===== src/rtl/aes_ctr_stream.sv =====
// aes_ctr_stream: AES-CTR datapath behind the MMIO front-end.
//
// Buffers input blocks together with the counter value captured on each input
// handshake, sends one counter at a time to an external AES-256 encrypt core,
// XORs the returned keystream with the matching input block and presents the
// result on the output stream. Blocks leave in the order they arrived.
//
// Ports:
//   clk, rst          clock; asynchronous active-high reset (hard or soft reset)
//   aes_key           256-bit key, forwarded unchanged on core_key
//   aes_ctr           counter value, captured with each accepted input block
//   aes_in_*          input block stream (valid/ready)
//   aes_out_*         output block stream (valid/ready), block = input ^ keystream
//   aes_fifo_empty    nothing stored, in flight or waiting at the output
//   core_req_*        encrypt request to the core (valid/ready), block = counter
//   core_resp_*       keystream from the core; valid is a single-cycle pulse
module aes_ctr_stream #(
    parameter int unsigned DEPTH = 4
) (
    input  logic         clk,
    input  logic         rst,
    input  logic [255:0] aes_key,
    input  logic [127:0] aes_ctr,
    output logic         aes_in_ready,
    input  logic         aes_in_valid,
    input  logic [127:0] aes_in_block,
    input  logic         aes_out_ready,
    output logic         aes_out_valid,
    output logic [127:0] aes_out_block,
    output logic         aes_fifo_empty,
    output logic [255:0] core_key,
    input  logic         core_req_ready,
    output logic         core_req_valid,
    output logic [127:0] core_req_block,
    input  logic         core_resp_valid,
    input  logic [127:0] core_resp_block
);

    localparam int unsigned PTR_W = (DEPTH > 1) ? $clog2(DEPTH) : 1;
    localparam int unsigned CNT_W = $clog2(DEPTH) + 1;
    localparam logic [CNT_W-1:0] FULL_COUNT = CNT_W'(DEPTH);

    typedef enum logic [1:0] {
        StIdle,
        StIssue,
        StWait,
        StOut
    } state_t;

    state_t             state;
    logic [PTR_W-1:0]   wr_ptr;
    logic [PTR_W-1:0]   rd_ptr;
    logic [CNT_W-1:0]   count;
    logic [127:0]       out_reg;

    // Each entry is {block, counter}; storage needs no reset because the
    // pointers and count decide what is valid.
    logic [255:0]       mem [DEPTH];
    logic [127:0]       head_block;
    logic [127:0]       head_ctr;

    logic push;
    logic pop;

    assign head_block = mem[rd_ptr][255:128];
    assign head_ctr   = mem[rd_ptr][127:0];

    // Ready depends on the registered count only, never on a same-cycle pop.
    assign aes_in_ready = (count != FULL_COUNT);
    assign push         = aes_in_valid & aes_in_ready;
    // The head entry is retired as soon as its keystream arrives; the result
    // then lives in out_reg, which frees a FIFO slot during back-pressure.
    assign pop          = (state == StWait) & core_resp_valid;

    assign core_key       = aes_key;
    assign core_req_valid = (state == StIssue);
    assign core_req_block = head_ctr;
    assign aes_out_valid  = (state == StOut);
    assign aes_out_block  = out_reg;
    assign aes_fifo_empty = (count == '0) & (state == StIdle);

    always_ff @(posedge clk) begin
        if (push) begin
            mem[wr_ptr] <= {aes_in_block, aes_ctr};
        end
    end

    always_ff @(posedge clk or posedge rst) begin
        if (rst) begin
            wr_ptr  <= '0;
            rd_ptr  <= '0;
            count   <= '0;
            state   <= StIdle;
            out_reg <= '0;
        end else begin
            // Pointers wrap naturally because DEPTH is a power of two.
            if (push) begin
                wr_ptr <= wr_ptr + PTR_W'(1);
            end
            if (pop) begin
                rd_ptr <= rd_ptr + PTR_W'(1);
            end
            case ({push, pop})
                2'b10:   count <= count + CNT_W'(1);
                2'b01:   count <= count - CNT_W'(1);
                default: count <= count;
            endcase

            unique case (state)
                StIdle: begin
                    if (count != '0) begin
                        state <= StIssue;
                    end
                end
                StIssue: begin
                    if (core_req_ready) begin
                        state <= StWait;
                    end
                end
                StWait: begin
                    if (core_resp_valid) begin
                        out_reg <= head_block ^ core_resp_block;
                        state   <= StOut;
                    end
                end
                StOut: begin
                    // count already reflects the pop done in StWait.
                    if (aes_out_ready) begin
                        state <= (count != '0) ? StIssue : StIdle;
                    end
                end
                default: state <= StIdle;
            endcase
        end
    end

endmodule


===== config.mk =====
export PLATFORM = sky130hd
export DESIGN_NAME = aes_ctr_stream
export DESIGN_NICKNAME = d
export VERILOG_FILES = /design/src/rtl/aes_ctr_stream.sv
export SDC_FILE = /design/constraint.sdc
export NUM_CORES = 1
export LEC_CHECK = 0
export CAP_MARGIN = 20
export CORE_AREA = 3 3 445 447
export CTS_CLUSTER_DIAMETER = 120
export CTS_CLUSTER_SIZE = 8
export DETAILED_ROUTE_END_ITERATION = 8
export DIE_AREA = 0 0 448 450
export GPL_TIMING_DRIVEN = 0
export PLACE_DENSITY = 0.43
export SYNTH_ARGS = -nofsm -noshare
export SYNTH_HDL_FRONTEND = slang
export SYNTH_SLANG_ARGS = --single-unit

===== constraint.sdc =====
create_clock -name clk -period 11.7 [get_ports clk]
set_input_delay 1.17 -clock clk [delete_from_list [all_inputs] [get_ports clk]]
set_output_delay 1.17 -clock clk [all_outputs]
set_load 0.01 [all_outputs]

# --- After elaboration in Yosys (flattened, before gate mapping) ---
# Memory sizes are Yosys's and may differ from the RTL's.
# Cells that the tools add are included.
op_classes:
  addsub: 4
  eq_ne: 10
  mux: 9
  bitwise: 4
  n_reduce_logical: 6
op_table:
  columns: ["cell", "count"]
  rows:
  - ["$xor A128 B128 Y128", 1]
  - ["$mux W2", 4]
  - ["$pmux W2 S4", 1]
  - ["$eq A2 B2 Y1 const B", 3]
  - ["$ne A2 B2 Y1 const B", 3]
  - ["$pmux W3 S2", 1]
  - ["$add A2 B1 Y2 const B", 2]
  - ["$eq A2 B1 Y1 const B", 2]
  - ["$reduce_and A4 Y1", 1]
  - ["$add A3 B1 Y3 const B", 1]
  - ["$and A1 B1 Y1", 3]
  - ["$logic_not A3 Y1", 1]
  - ["$mux W1", 3]
  - ["$ne A3 B3 Y1 const B", 1]
  - ["$reduce_bool A3 Y1", 1]
  - ["$sub A3 B1 Y3 const B", 1]
  - ["$logic_not A2 Y1", 1]
  - ["$ne A2 B1 Y1 const B", 1]
  - ["$reduce_and A2 Y1", 1]
  - ["$reduce_bool A2 Y1", 1]
totals:
  regBits: 137
  mem_bits_rw: 1024
  inputBits: 646
  output_inout_bits: 516
  mem_count: 1
mem_list:
  columns: ["memory", "depth", "word_bits", "rd", "rd_clocked_by_memory_dff", "write_ports", "line", "source"]
  rows:
  - ["mem", 4, 256, 1, 0, 1, "58", "logic [255:0] mem [DEPTH];"]

# --- Logic depth before layout (Yosys ltp) ---
# Gate-level depths: netlist of the first run.
depth:
  word_depth: 4
  mapped_depth: 12
  mapped_depth_nobuf: 10

# --- Worst setup path before layout of the first run ---
# OpenSTA, ideal clock, no wires.
synth_path:
  path_kind: "input -> register"
  startpoint: "in aes_in_valid"
  endpoint: "mem mem[0][0] (enable)"
  arrival_time_ns: 7.025
  required_ns: 11.048
  slack_ns: 4.023
  path_stages: 1
  n_path_buf: 0
  cell_sequence: "and3_1"
synth_via:
  elab_chain_cells: 3
synth_rtl:
  columns: ["item", "line", "source"]
  rows:
  - ["from (decl)", "25", "input logic aes_in_valid,"]
  - ["$and A1 B1 Y1", "70", "assign push = aes_in_valid & aes_in_ready;"]
  - ["$mux W1", "83", "if (push) begin"]
  - ["$mux W1 (not written as such)", "84", "mem[wr_ptr] <= {aes_in_block, aes_ctr};"]
  - ["to (decl)", "58", null]
# No other way between the ends.

# --- Worst setup path after layout of the first run ---
layout_path:
  startpoint: "reg rd_ptr[0]"
  endpoint: "out core_req_block[117]"
layout_via:
  elab_chain_cells: 1
layout_rtl:
  columns: ["item", "line", "source"]
  rows:
  - ["from (decl)", "52", "logic [PTR_W-1:0] rd_ptr;"]
  - ["from (signal assigned)", "101", "rd_ptr <= rd_ptr + PTR_W'(1);"]
  - ["$mem_v2 Z4 W256", null, null]
  - ["to (decl)", "34", "output logic [127:0] core_req_block,"]
# No other way between the ends.

==> results of run 1 <==
[per-layer routing]
| layer | wire [µm] | global-route usage | vias to the layer above |
|---|---|---|---|
| li1 | - | - | 10600 |
| met1 | 63170 | 0.1848 | 12780 |
| met2 | 96700 | 0.3197 | 957 |
| met3 | 15160 | 0.06279 | 276 |
| met4 | 5394 | 0.05883 | 34 |
| met5 | 235 | 0 | - |
[per-stage QoR]
stage | TNS [ps] | total power, mW | hold WS (ps) | setup WS, ps
final | 0 | 15.44 | 480.0 | 6840
after global routing | 0 | 16.24 | 494.8 | 6608
after CTS | 0 | 15.82 | 481.9 | 6519
after floorplan | 0 | 8.689 | 486.3 | 4023
after global placement | -3403880 | 11.61 | 465.2 | -3484
after detailed placement | 0 | 11.27 | 470.8 | 7258
[cell families (layout without fill, tap and decap cells)]
| logic type | Yosys count | in the layout | synth area share |
|---|---|---|---|
| mux | 257 | 257 | 0.1284 |
| simple gates | 143 | 143 | 0.01246 |
| buf+inv | 353 | 1541 | 0.05492 |
| xor+xnor | 134 | 134 | 0.02609 |
| fa+ha+maj | 11 | 11 | 0.003226 |
| flops | 1161 | 1161 | 0.7596 |
| other cells | 0 | 29 | 0 |
| compound gates | 134 | 134 | 0.01527 |
[synthesized netlist by cell type, types with 2 or more instances]
cell      count  area [µm²]
and3_1        4       25.02
buf_2        31       155.2
buf_4       273        2049
buf_6        11       123.9
clkbuf_1     26       97.59
dfrtp_1     137        3428
edfxtp_1   1024       30750
ha_1         10       125.1
inv_1        11       41.29
mux4_2      256        5766
nand2_1     132       495.5
nor2_1        2       7.510
nor2b_1       2       12.51
o21ai_0      54       270.3
o21ai_1      77       385.4
xnor2_1     132        1156
xor2_1        2       17.52
[worst register-to-register path: stages, from the launching register on]
cell      delay, ps
dfrtp_1         370
inv_1           100
ha_1            250
nand2_1         360
buf_2           490
buf_2           630
clkbuf_1        770
nand2_1         130
o21ai_1         110
[power groups by stage]
stage	clock network (mW)	registers [mW]	logic (mW)
3_5_place_dp	0	5.88	5.40
2_1_floorplan	0	6.11	2.58
3_3_place_gp	0	6.36	5.25
5_1_grt	4.78	5.87	5.59
4_1_cts	4.60	5.80	5.42
6_report	4.44	5.80	5.20
[area by class of cell]
| class | instances | area, µm² |
|---|---|---|
| fill | 18890 | 131900 |
| sequential | 1161 | 34180 |
| timing repair buffer | 930 | 9719 |
| multi-input combinational | 679 | 8363 |
| clock buffer | 245 | 4472 |
| tap | 2542 | 3181 |
| buffer | 342 | 2430 |
| clock inverter | 13 | 256.5 |
| antenna | 29 | 72.57 |
| inverter | 11 | 48.80 |
[worst paths after layout]
kind,startpoint,to,slack (ps),cells past startpoint
hold / removal,aes_out_block[120]$_DFFE_PP0P_,aes_out_block[120]$_DFFE_PP0P_,480,2
setup / recovery,rd_ptr[0]$_DFFE_PP0P_,core_req_block[117],6840,6
max in group asynchronous,rst,aes_out_block[57]$_DFFE_PP0P_,9860,3
hold reg to reg,aes_out_block[120]$_DFFE_PP0P_,aes_out_block[120]$_DFFE_PP0P_,480,2
min in group asynchronous,rst,aes_out_block[4]$_DFFE_PP0P_,840,2
setup reg to reg,state[0]$_DFFE_PP0P_,aes_out_block[67]$_DFFE_PP0P_,8400,8
[registers in the layout, indices dropped and copies added (netlist names)]
register	cells
rd_ptr	2
state	2
count	3
mem	1024
wr_ptr	2
aes_out_block	128
[placed cells by master, fill, tap and decap left out, drive strengths merged]
cell and count:
edfxtp 1024, clkdlybuf4s50 905, buf 341, clkbuf 271, mux4 256, dfrtp 137, xnor2 132, nand2 132
o21ai 131, diode 29, inv 18, ha 10, clkinv 5, and3 4, xor2 2, nor2 2
nor2b 2, nand3 1, and2 1, nor4b 1, mux2 1, a2111oi 1, o31ai 1, a32oi 1
fa 1, bufinv 1
==> impl_metrics.env, run 1 <==
export IMPL_drtIter0Drc=1408
export IMPL_die_area_mm2=0.2016
export IMPL_p_clk_frac=0.288
export IMPL_wl_mm=180.7
export IMPL_ys_warn_count=0
export IMPL_crit_path_end_kind="output pin"
export IMPL_rsz0062_at_grt="no"
export IMPL_fmax_ghz=0.2058
export IMPL_hpwl_mm=137.3
export IMPL_avgSynthCellArea_um2=20.52
export IMPL_postCtsSetupBuffers=0
export IMPL_holdBufCountCts=0
export IMPL_portBuffers=905
export IMPL_synth_edf_count=1024
export IMPL_final_net_count=3945
export IMPL_start_util=0.2312
export IMPL_rows=162
export IMPL_ys_seq_area_frac=0.7596
export IMPL_drtPass1Iterations=5
export IMPL_setup_viol=0
export IMPL_pwr_share_comb=0.337
export IMPL_syn_nets=2850
export IMPL_avgViaCountPerCell=4.141
export IMPL_crit_path_cell_trace="buf_6 -> buf_6 -> buf_2 -> buf_4 -> mux4_2 -> clkdlybuf4s50_1"
export IMPL_clockRootBuffer="clkbuf_16"
export IMPL_vias=24650
export IMPL_skew_ps=37.05
export IMPL_core_mm2=0.1946
export IMPL_final_cells=5952
export IMPL_pin_count=1162
export IMPL_final_cell_area_mm2=0.06272
export IMPL_sequentialPowerShare=0.375
export IMPL_start_kind="register"
export IMPL_cts_tree="yes"
export IMPL_h_tree_depth=4
export IMPL_drv_cap=0
export IMPL_cpPeakStageDelay_ps=710
export IMPL_drv_slew=0
export IMPL_switching_share=0.3090
export IMPL_place_inst=5665
export IMPL_syn_cell_area_mm2=0.04499
export IMPL_drive_above_1_share=0.2316
export IMPL_ir_drop_mv=0.1156
export IMPL_status="finished clean"
export IMPL_synth_distinct_cells=26
export IMPL_crit_family="buffers and inverters"
export IMPL_worstPathArrival_ps=3690
export IMPL_syn_inst=2193
export IMPL_crit_buf_inv=5
export IMPL_leakagePower_nw=21.28
export IMPL_die_h_um=450
export IMPL_grt_overflow_total=0
export IMPL_hold_viol=0
export IMPL_crit_fanout=10
export IMPL_crit_path_top_delay_cell="clkdlybuf4s50_1"
export IMPL_ys_ff_latch=1161
export IMPL_finalCriticalPeriod_ps=4860
export IMPL_gp_congestion=0.8815
export IMPL_p_int_mw=10.67
export IMPL_cts_buffers=163
export IMPL_grt_antenna_before_repair=72
export IMPL_syn2layout_area_growth_pct=39.40
export IMPL_fin_util=0.3223
export IMPL_p_sw_mw=4.771
export IMPL_drt_antenna_violating_nets=0
export IMPL_cts_resized=0
export IMPL_clk_latency_ps=790
export IMPL_path_clk_slew_ps=50
export IMPL_place_area_mm2=0.05792
export IMPL_wl_per_cell_um=30.35
export IMPL_route_detailed_drc=0
export IMPL_grt_max_degree=77
export IMPL_crit_type="reg2out"
export IMPL_globalRouteTotalUtil=0.1751
export IMPL_tightest_slew_ps=940.1
export IMPL_cts_sinks=1161
export IMPL_die_width_um=448
export IMPL_cp_common_cell="buf_6"
export IMPL_ys_flop_type="edfxtp_1"
export IMPL_required_ps=10530
export IMPL_synthArstFlopShare=0.1180
export IMPL_relSlewSlack=0.3644
export IMPL_grt_pass1_vias=26170
export IMPL_hold_path_class="reg2reg"
export IMPL_power_density_mw_per_mm2=246.2
export IMPL_grt_pass1_wl_mm=237.6
export IMPL_clockBufferDepth=3
export IMPL_period_share=0.4154
Note: power is estimated with default switching activity, not from simulation.
==> run 2, diff against run 1 <==
CORE_AREA = 3 3 449 451   (was 3 3 445 447)
DIE_AREA = 0 0 452 454   (was 0 0 448 450)
PLACE_DENSITY = 0.42   (was 0.43)
clock period = 4.5 ns   (was 11.7 ns; I/O delays follow)
==> impl_metrics.env, run 2 (synthesis gave the netlist of run 1 again) <==
export IMPL_die_h_um=454
export IMPL_grt_pass1_wl_mm=236.9
export IMPL_drv_slew=0
export IMPL_period_share=0.9132
export IMPL_hold_viol=0
export IMPL_globalRouteTotalUtil=0.1704
export IMPL_avgViaCountPerCell=4.073
export IMPL_tightest_slew_ps=985.5
export IMPL_syn2layout_area_growth_pct=39.38
export IMPL_cts_tree="yes"
export IMPL_pin_count=1162
export IMPL_vias=24600
export IMPL_layout_common_cells="edfxtp_1, clkdlybuf4s50_1, buf_4"
export IMPL_final_net_count=3945
export IMPL_setup_ws_ps=390.7
export IMPL_drive_above_1_share=0.2309
export IMPL_crit_path_top_delay_cell="clkdlybuf4s50_1"
export IMPL_setup_viol=0
export IMPL_drtIter0Drc=1555
export IMPL_ir_drop_mv=0.2810
export IMPL_drv_cap=0
export IMPL_die_width_um=452
export IMPL_hold_path_class="in2async"
export IMPL_num_fill_cells=19140
export IMPL_cpPeakStageDelay_ps=690
export IMPL_required_ps=4050
export IMPL_grt_pass1_vias=26080
export IMPL_status="finished clean"
export IMPL_final_common_cell="edfxtp_1"
export IMPL_wl_mm=178.7
export IMPL_relSlewSlack=0.3430
export IMPL_crit_path_cell_trace="buf_2 -> buf_2 -> buf_2 -> buf_2 -> mux4_2 -> clkdlybuf4s50_1"
export IMPL_skew_ps=26.54
export IMPL_drtPass1Iterations=5
export IMPL_power_density_mw_per_mm2=636.6
export IMPL_largest_reg_flops=1024
export IMPL_drt_antenna_violating_nets=0
export IMPL_rsz0062_at_grt="no"
export IMPL_clockRootBuffer="clkbuf_16"
export IMPL_cp_common_cell="buf_2"
export IMPL_cts_resized=0
export IMPL_cts_buffers=163
export IMPL_start_kind="register"
export IMPL_finalCriticalPeriod_ps=4109
export IMPL_wl_per_cell_um=29.58
export IMPL_core_mm2=0.1976
export IMPL_grt_max_degree=72
export IMPL_route_detailed_drc=0
export IMPL_h_tree_depth=4
export IMPL_postCtsSetupBuffers=0
export IMPL_power_mw=39.92
export IMPL_place_area_mm2=0.05806
export IMPL_crit_type="reg2out"
export IMPL_fmax_ghz=0.2433
export IMPL_rows=163
export IMPL_gp_congestion=0.8735
export IMPL_dp_slack_ps=891.4
export IMPL_r2r_cells=10
export IMPL_grt_overflow_total=0
export IMPL_crit_path_end_kind="output pin"
export IMPL_start_util=0.2277
export IMPL_clk_latency_ps=790
export IMPL_grt_antenna_before_repair=73
export IMPL_path_clk_slew_ps=50
export IMPL_die_area_mm2=0.2052
export IMPL_leakagePower_nw=21.22
export IMPL_clockBufferDepth=3
export IMPL_max_flop_register="mem"
export IMPL_hpwl_mm=136.4
export IMPL_cts_sinks=1161
export IMPL_crit_fanout=10
export IMPL_holdBufCountCts=0
export IMPL_final_cell_area_mm2=0.06271
export IMPL_portBuffers=905
export IMPL_worstPathArrival_ps=3660
==> run 2: area by class of cell <==
cell class / count / area [µm²] / area share
multi-input combinational: 679 / 8363 / 0.1334
sequential: 1161 / 34180 / 0.5450
clock inverter: 9 / 148.9 / 0.002374
tap: 2640 / 3303 / 0.05267
buffer: 341 / 2426 / 0.03869
inverter: 11 / 48.80 / 0.0007781
clock buffer: 242 / 4439 / 0.07079
timing repair buffer: 931 / 9739 / 0.1553
antenna: 26 / 65.06 / 0.001037
==> run 2: where the power goes <==
group | leakage [nW] | switching, mW | internal, mW
combinational | 7.92 | 7.06 | 6.50
clock | 2.20 | 4.60 | 6.73
sequential | 11.1 | 0.654 | 14.4
==> run 2: path summary, 6_finish.rpt <==
| check | from | to | slack, ps |
|---|---|---|---|
| min in group clk | aes_ctr[41] | mem[2][41]$_DFFE_PP_ | 300 |
| worst min register to register | aes_out_block[118]$_DFFE_PP0P_ | aes_out_block[118]$_DFFE_PP0P_ | 480 |
| max in group asynchronous | rst | aes_out_block[33]$_DFFE_PP0P_ | 3370 |
| worst max-delay path | rd_ptr[1]$_DFFE_PP0P_ | core_req_block[111] | 390 |
| worst max register to register | state[0]$_DFFE_PP0P_ | count[1]$_DFFE_PP0P_ | 1290 |
| worst min-delay path | rst | aes_out_block[121]$_DFFE_PP0P_ | 170 |
==> run 2: critical path, delay by kind of cell (launching register included) <==
family                 cells  cell delay, ps
buffers and inverters      5            2180
muxes                      1             350
DFF                        1             310
==> run 2: layer usage <==
metal	global-route usage	part of all wire
met4	0.05396	0.032
met1	0.1831	0.35
met5	0	0.0014
met3	0.06162	0.081
met2	0.3097	0.53
==> run 2: per-stage QoR <==
stage	util	hold slack, ps	std cells	TNS (ps)
after global routing	0.3170	148.5	6018	0
final	0.3173	172.4	6040	0
after floorplan	-	486.3	2193	0
after detailed placement	0.2938	469.9	5764	0
after global placement	0.2902	466.9	5738	-3959150
after CTS	0.3170	102.8	6014	0
==> run 3, diff against run 2 <==
CORE_AREA = 4 4 450 452   (was 3 3 449 451)
DIE_AREA = 0 0 454 456   (was 0 0 452 454)
SKIP_CTS_REPAIR_TIMING = 1   (was not set)
==> impl_metrics.env, run 3 (synthesis gave the netlist of run 1 again) <==
export IMPL_crit_family="buffers and inverters"
export IMPL_avgViaCountPerCell=4.038
export IMPL_path_clk_slew_ps=50
export IMPL_crit_type="reg2out"
export IMPL_grt_overflow_total=0
export IMPL_tightest_slew_ps=999.9
export IMPL_fmax_ghz=0.2483
export IMPL_crit_fanout=10
export IMPL_grt_max_degree=74
export IMPL_final_common_cell="edfxtp_1"
export IMPL_use_met1=0.1706
export IMPL_grt_pass1_vias=26100
export IMPL_final_cell_area_mm2=0.06279
export IMPL_r2r_cells=10
export IMPL_final_cells=6060
export IMPL_clk_latency_ps=790
export IMPL_fin_util=0.3158
export IMPL_rows=164
export IMPL_wl_mm=175.3
export IMPL_layout_common_cells="edfxtp_1, clkdlybuf4s50_1, buf_4"
export IMPL_period_share=0.8949
export IMPL_ir_drop_mv=0.3271
export IMPL_hold_slack_ps=127.0
export IMPL_portBuffers=905
export IMPL_drt_antenna_violating_nets=0
export IMPL_worstPathArrival_ps=3580
export IMPL_clockRootBuffer="clkbuf_16"
export IMPL_crit_buf_inv=5
export IMPL_wl_per_cell_um=28.92
export IMPL_start_kind="register"
export IMPL_crit_path_cell_trace="buf_2 -> buf_2 -> buf_2 -> buf_2 -> mux4_2 -> clkdlybuf4s50_1"
export IMPL_power_density_mw_per_mm2=636.5
export IMPL_r2r_slack_ps=1260
export IMPL_place_inst=5779
export IMPL_crit_path_top_delay_cell="clkdlybuf4s50_1"
export IMPL_switching_share=0.3087
export IMPL_die_area_mm2=0.2070
export IMPL_reg2reg_from="state[0]$_DFFE_PP0P_"
export IMPL_grt_pass1_wl_mm=232.3
export IMPL_met2_usage=0.3070
export IMPL_grt_antenna_before_repair=67
export IMPL_gp_congestion=0.8646
export IMPL_pin_count=1162
export IMPL_setup_viol=0
export IMPL_hold_path_class="in2async"
export IMPL_use_met3=0.06047
export IMPL_skew_ps=24.14
export IMPL_drv_cap=0
export IMPL_cp_depth=6
export IMPL_relSlewSlack=0.3334
export IMPL_sequentialPowerShare=0.377
export IMPL_cp_common_cell="buf_2"
export IMPL_drive_above_1_share=0.2310
export IMPL_core_mm2=0.1988
export IMPL_route_detailed_drc=0
export IMPL_num_fill_cells=19310
export IMPL_leakagePower_nw=21.25
export IMPL_cts_buffers=163
export IMPL_h_tree_depth=4
export IMPL_p_sw_mw=12.34
export IMPL_finalCriticalPeriod_ps=4027
export IMPL_hpwl_mm=133.4
export IMPL_crit_path_end_kind="output pin"
export IMPL_syn2layout_area_growth_pct=39.55
export IMPL_cpPeakStageDelay_ps=680
export IMPL_r2r_end="count[1]$_DFFE_PP0P_"
export IMPL_place_area_mm2=0.05806
export IMPL_die_width_um=454
export IMPL_pwr_share_comb=0.338
export IMPL_max_flop_register="mem"
export IMPL_final_net_count=3945
export IMPL_status="finished clean"
export IMPL_vias=24470
export IMPL_drtIter0Drc=1398
export IMPL_drtPass1Iterations=5
export IMPL_required_ps=4050
export IMPL_cts_sinks=1161
export IMPL_largest_reg_flops=1024
export IMPL_rsz0062_at_grt="no"
export IMPL_p_int_mw=27.62
export IMPL_globalRouteTotalUtil=0.1649
export IMPL_cts_tree="yes"
export IMPL_p_clk_frac=0.285
export IMPL_die_h_um=456
export IMPL_power_mw=39.96
export IMPL_drv_slew=0
export IMPL_clockBufferDepth=3
export IMPL_hold_viol=0
export IMPL_start_util=0.2263
export IMPL_grt_busiest_layer="met2"
-- run 3: worst max-delay path by stage --
stage                                startpoint                           end  slack (ps)
after floorplan            count[0]$_DFFE_PP0P_           mem[0][0]$_DFFE_PP_         240
after global routing      rd_ptr[1]$_DFFE_PP0P_           core_req_block[113]         130
after global placement             aes_in_valid          mem[0][28]$_DFFE_PP_       -3570
after detailed placement        core_resp_valid  aes_out_block[9]$_DFFE_PP0P_         990
final                     rd_ptr[1]$_DFFE_PP0P_           core_req_block[113]         470
after CTS                 rd_ptr[1]$_DFFE_PP0P_           core_req_block[113]         100
-- run 3: power groups by stage --
stage	registers [mW]	clock network [mW]	logic, mW
finish	15.1	11.4	13.5
global route	15.2	12.3	14.5
CTS	15.1	11.8	14.1
detailed placement	15.3	0	14.0
global placement	15.8	0	13.7
floorplan	15.6	0	6.70
-- run 3: per-layer routing --
metal,vias to the layer above,part of all wire
met2,903,0.54
met3,303,0.081
met1,12660,0.35
met4,36,0.032
li1,10570,-
met5,-,0.0012
-- run 3: final cells by class --
type,instances,area (µm²),area share
repair buffers,930,9714,0.1547
diodes,19,47.55,0.0007573
clock inverters,14,241.5,0.003846
plain buffers,342,2430,0.03870
well taps,2656,3323,0.05293
inverters,11,48.80,0.0007772
clock buffers,248,4441,0.07072
flip-flops and latches,1161,34180,0.5443
multi-input cells,679,8363,0.1332
-- run 3: per-stage QoR --
stage                     setup TNS (ps)  setup WS (ps)
after global placement          -3906700          -3575
after CTS                              0          103.8
after detailed placement               0          987.5
after global routing                   0          126.6
after floorplan                        0          237.8
final                                  0          473.2
